==> src/rtl/irr_pkg.sv <==
// Shared types and helpers for the irrigation scheduler: FSM state encoding,
// default sizing and the zone one-hot decode.
package irr_pkg;

  localparam int N_ZONES_DEF = 4;
  localparam int DUR_W_DEF   = 8;

  typedef enum logic [2:0] {
    S_IDLE,
    S_IRRIGATE,
    S_PAUSE,
    S_REFILL,
    S_DONE,
    S_FAULT
  } irr_state_e;

  // Wide result; callers size-cast down to their zone count.
  function automatic logic [31:0] onehot(input logic [31:0] idx);
    onehot = 32'd1 << idx;
  endfunction

endpackage

==> src/rtl/irr_rr_arbiter.sv <==
// Combinational round-robin pick: first requesting zone after 'last',
// wrapping from N_ZONES-1 back to 0.
module irr_rr_arbiter
  import irr_pkg::*;
#(
  parameter int N_ZONES = N_ZONES_DEF,
  parameter int ZW      = $clog2(N_ZONES)
) (
  input  logic [N_ZONES-1:0] req,
  input  logic [ZW-1:0]      last,
  output logic [ZW-1:0]      grant_idx,
  output logic               any
);

  int idx;

  always_comb begin
    grant_idx = '0;
    idx       = 0;
    any       = |req;
    // Scan farthest-first so the nearest requester after 'last' wins.
    for (int k = N_ZONES; k >= 1; k--) begin
      idx = (int'(last) + k) % N_ZONES;
      if (req[idx[ZW-1:0]]) begin
        grant_idx = idx[ZW-1:0];
      end
    end
  end

endmodule

==> src/rtl/irrigation_scheduler.sv <==
// Shared-tank irrigation scheduler: round-robin zone grants, tick-timed
// watering, pause/refill on tank empty, latched sensor fault.
module irrigation_scheduler
  import irr_pkg::*;
#(
  parameter int N_ZONES = N_ZONES_DEF,
  parameter int DUR_W   = DUR_W_DEF
) (
  input  logic                       clk,
  input  logic                       reset,
  input  logic                       tick,
  input  logic [N_ZONES-1:0]         zone_req,
  input  logic [DUR_W-1:0]           dur,
  input  logic                       Vazio,
  input  logic                       Nivel_cheio,
  output logic [N_ZONES-1:0]         valve,
  output logic                       fill_req,
  output logic [N_ZONES-1:0]         zone_done,
  output logic [$clog2(N_ZONES)-1:0] cur_zone,
  output logic                       busy,
  output logic                       fault
);

  localparam int ZW = $clog2(N_ZONES);

  irr_state_e        state_reg, state_next;
  logic [DUR_W-1:0]  cnt_reg, cnt_next;
  logic [ZW-1:0]     cur_reg, cur_next;
  logic [ZW-1:0]     last_reg, last_next;
  logic [ZW-1:0]     grant_idx;
  logic              grant_any;

  logic [N_ZONES-1:0] valve_reg, done_reg;
  logic               fill_reg, busy_reg, fault_reg;

  irr_rr_arbiter #(.N_ZONES(N_ZONES), .ZW(ZW)) u_arb (
    .req       (zone_req),
    .last      (last_reg),
    .grant_idx (grant_idx),
    .any       (grant_any)
  );

  always_comb begin
    state_next = state_reg;
    cnt_next   = cnt_reg;
    cur_next   = cur_reg;
    last_next  = last_reg;
    if (state_reg != S_FAULT && Vazio && Nivel_cheio) begin
      state_next = S_FAULT;
    end else begin
      case (state_reg)
        S_IDLE: begin
          if (Vazio) begin
            state_next = S_REFILL;
          end else if (grant_any) begin
            cur_next   = grant_idx;
            cnt_next   = dur;
            state_next = (dur == '0) ? S_DONE : S_IRRIGATE;
          end
        end
        S_IRRIGATE: begin
          // A dropped request aborts silently but still advances the rotation.
          if (!zone_req[cur_reg]) begin
            last_next  = cur_reg;
            state_next = S_IDLE;
          end else if (Vazio) begin
            state_next = S_PAUSE;
          end else if (tick) begin
            cnt_next = cnt_reg - DUR_W'(1);
            if (cnt_reg == DUR_W'(1)) state_next = S_DONE;
          end
        end
        S_PAUSE: begin
          if (!zone_req[cur_reg]) begin
            last_next  = cur_reg;
            state_next = S_IDLE;
          end else if (Nivel_cheio) begin
            state_next = S_IRRIGATE;
          end
        end
        S_REFILL: begin
          if (Nivel_cheio) state_next = S_IDLE;
        end
        S_DONE: begin
          last_next  = cur_reg;
          state_next = S_IDLE;
        end
        default: state_next = S_FAULT;
      endcase
    end
  end

  always_ff @(posedge clk) begin
    if (reset) begin
      state_reg <= S_IDLE;
      cnt_reg   <= '0;
      cur_reg   <= '0;
      last_reg  <= ZW'(N_ZONES - 1);
      valve_reg <= '0;
      done_reg  <= '0;
      fill_reg  <= 1'b0;
      busy_reg  <= 1'b0;
      fault_reg <= 1'b0;
    end else begin
      state_reg <= state_next;
      cnt_reg   <= cnt_next;
      cur_reg   <= cur_next;
      last_reg  <= last_next;
      // Outputs are a registered decode of the current state, one cycle behind it.
      valve_reg <= (state_reg == S_IRRIGATE) ? N_ZONES'(onehot(32'(cur_reg))) : '0;
      done_reg  <= (state_reg == S_DONE) ? N_ZONES'(onehot(32'(cur_reg))) : '0;
      fill_reg  <= (state_reg == S_PAUSE) || (state_reg == S_REFILL);
      busy_reg  <= (state_reg != S_IDLE);
      fault_reg <= (state_reg == S_FAULT);
    end
  end

  assign valve     = valve_reg;
  assign zone_done = done_reg;
  assign fill_req  = fill_reg;
  assign busy      = busy_reg;
  assign fault     = fault_reg;
  assign cur_zone  = cur_reg;

endmodule

==> config.mk <==
export PLATFORM = sky130hd
export DESIGN_NAME = irrigation_scheduler
export DESIGN_NICKNAME = d
export VERILOG_FILES = /design/src/rtl/irr_pkg.sv /design/src/rtl/irr_rr_arbiter.sv /design/src/rtl/irrigation_scheduler.sv
export SDC_FILE = /design/constraint.sdc
export NUM_CORES = 1
export LEC_CHECK = 0
export ABC_CLOCK_PERIOD_IN_PS = 2700
export BUFFER_PORTS_ARGS = -buffer_cell sky130_fd_sc_hd__buf_2
export CORE_MARGIN = 1.5
export CORE_UTILIZATION = 45
export CTS_BUF_LIST = sky130_fd_sc_hd__clkbuf_8
export DETAILED_ROUTE_END_ITERATION = 12
export PLACE_DENSITY = 0.68
export SLEW_MARGIN = 30
export SYNTH_ARGS = -nofsm -noshare
export SYNTH_HDL_FRONTEND = slang
export SYNTH_SLANG_ARGS = --single-unit
==> constraint.sdc <==
create_clock -name clk -period 2.7 [get_ports clk]
set_input_delay 0.135 -clock clk [delete_from_list [all_inputs] [get_ports clk]]
set_output_delay 0.135 -clock clk [all_outputs]
set_load 0.02 [all_outputs]
==> key figures <==
Layout
  – Nets: about 210
  – Most frequent cells in the layout: 29 x buf_2, 26 x dfxtp_1, 13 x nor2_1
  – Ratio of cells with drive above 1 in the final layout: roughly a fifth
  – Syn-to-layout area delta: 14.3%
  – Largest register FFs: 8
  – Fillcell total: about 300
  – Commonest non-fill, non-tap cell in the layout: buf_2
  – Ant diodes: 0

Pwr
  – Lkg Pwr: between 0.6 and 0.7 nW
  – Pwr per Cell Area: approximately 650 nW/um2
  – Max VDD drop: about 310 uV

Run
  – Max_cap viols: 0

Clock tree
  – Worst-Skew Late Latency: between 0.2 and 0.3 ns
  – CTS resizes: 0
  – CTS clk-pin slew, worst paths: 0.10 ns
  – H-tree levels: 1
  – Setup Buffers After CTS: 0
  – CTS root buffer: clkbuf_8
  – # hold bufs at CTS: 0
  – CTS buffer count: 3
  – CTS tree: yes
  – Sink Count: 26
  – Clock Tree Buf Depth: 2

Critical path
  – Crit Path Class: flop to flop
  – Critical Path End Type: flop
  – CP max stage cell: or3b_1
  – Kind of start point of the critical path: flop
  – WP data required: 2.86 ns
  – CP Max Fanout: 25
  – Cell breakdown of the critical path: or3b_1 > and2_0 > o311ai_0 > o41ai_1
  – Crit path arrival time: ~2.3 ns
  – R2R Setup Slk: 0.57 ns
  – CP peak stage delay: around 0.74 ns

Detailed routing
  – DR vias/cell: between 5 and 6
  – Wire length per cell: ~15 um
  – Final ANT Viol Nets: 0
  – DRT iter0 DRCs: 86
  – DR pass1 iterations: 4
  – Total Wirelength: 3420 um
  – DRC viols: 0
  – Vias: about 1400

Min path
  – Min-delay worst type: primary input to flop

Die
  – Die Wd: between 50 and 60 um
  – Row count: 20
  – Die outline height: between 50 and 60 um
  – Full die area: 3550 um2
  – IO Pins: 30
  – Initial Util: around 47%
  – Core area: around 3100 um2

Place
  – Post-DP HPWL: 2430 um
  – Port Buffers: 29
  – Global placement routability congestion: 0.849

Synth
  – Mapped cell area: around 1400 um2
  – Register bit total from synthesis: 26
  – Largest family of logic cells by synthesized area: simple AND/OR/NAND/NOR gates
  – Post-synthesis cell type count: between 40 and 50
  – Cells after synthesis: ~170
  – Area leader, netlist: dfxtp_1
  – Ranking of synthesized cells by area: dfxtp_1 36%, a21oi_1 4.2%, o31ai_1 3.6%
  – Post-synth ARST share: 0%
  – Number of synthesis warnings: 0
  – Xor and xnor fraction of the mapped netlist area: less than 1%
  – Synth Flop Type: dfxtp_1
  – Syn_nets: approximately 190
  – Synth Area in Simple Gates: a little over a quarter
  – EDFF count, synth: 0
  – Complex-gate fraction of the synthesized area: between 20% and 30%
  – Post-synth top area share: 36.1%
  – Avg Inst Size Synth: about 8.6 um2
  – Mux contribution to synthesized area: under 10%
  – Sequential share of the synthesized area: between 30% and 40%
  – Adder-Cell Fraction of Synth Area: 1.74%

Timing
  – Max_slew headroom: a little under half
  – Final Max Tran Viols: 0
  – Period utilization: 78.9%
  – Clock skew: approximately 0.0033 ns
  – Final Hold Vio Count: 0
  – Final setup fails: 0
  – Fin Hold WS: around 0.089 ns
  – Unrepaired setup endpoints after global routing: false
  – Tmin final: about 2.1 ns
  – Fin Setup TNS: 0 ns
  – FMAX: around 0.47 GHz
  – Worst-Margin Slew: ~0.79 ns

Global route
  – Vias in the first global route: 1210
  – Initial antenna violation count: 0
  – First-pass GRT wire length: roughly 5800 um
  – GRT Util Overall: a little over a fifth
  – Global-route congestion overflow total: 0
  – Largest net degree at the start of global routing: 26

Outcome
  – Status: finished clean
metrics by stage:
step	util, %	setup WS, ns	area, um2	std cells	total power, mW
floorplan	-	0.795	1440	167	0.683
global placement	51.6	0.614	1580	229	0.739
detailed placement	51.6	0.583	1580	229	0.746
CTS	54.0	0.576	1650	233	1.07
global route	54.0	0.366	1650	233	1.13
finish	54.0	0.569	1650	233	1.07
layer usage:
layer,part of all wire (%),track usage (%)
met4,1.4,7.94
met2,47,32.0
met3,8.3,3.93
met1,43,30.9
met5,0,0
cell usage after synthesis (2+ instances only):
cell type	instances
inv_1	9
nor3_1	9
and3_1	2
a31oi_1	2
dfxtp_1	26
nor2b_1	3
clkbuf_1	7
mux2i_1	3
nor4b_1	3
o311ai_0	5
a211o_1	2
a22oi_1	3
a21oi_1	12
buf_6	3
nand4_1	2
nor3b_1	2
o21ai_0	5
ha_1	2
or4_1	2
nor4_1	5
o31ai_1	7
and2_1	2
nor2_1	13
nand2b_1	4
nand2_1	11
worst paths after layout:
| kind | startpoint | endpoint | cells past startpoint |
|---|---|---|---|
| max | state_reg[0] | cnt_reg[0] | 4 |
| min | Nivel_cheio | state_reg[1] | 2 |
| max reg2reg | state_reg[0] | cnt_reg[0] | 4 |
| min reg2reg | cnt_reg[5] | cnt_reg[5] | 2 |
report_power, final:
group	total (mW)	internal, mW	switching, mW
sequential	0.466	0.417	0.0481
clock	0.331	0.199	0.133
combinational	0.277	0.116	0.161
cells by family after synthesis:
group	Yosys count
mux	4
flops	26
simple gates	65
buf+inv	20
xor+xnor	1
fa+ha+maj	2
compound gates	49
layout make-up:
| class | instances | area, um2 | share of cell area [%] |
|---|---|---|---|
| multi-input combinational | 121 | 822 | 49.9 |
| sequential | 26 | 520 | 31.6 |
| timing repair buffer | 29 | 145 | 8.81 |
| tap | 44 | 55.1 | 3.34 |
| clock buffer | 3 | 41.3 | 2.51 |
| inverter | 9 | 33.8 | 2.05 |
| clock inverter | 1 | 30.0 | 1.82 |
critical path: cells and delay by family, from the launching register on:
| family | cells | cell delay (ns) |
|---|---|---|
| DFF | 1 | 0.60 |
| AOI/OAI and AO/OA | 2 | 0.38 |
| and+or+nand+nor | 2 | 1.04 |
Power figures use the tool's default switching activity.
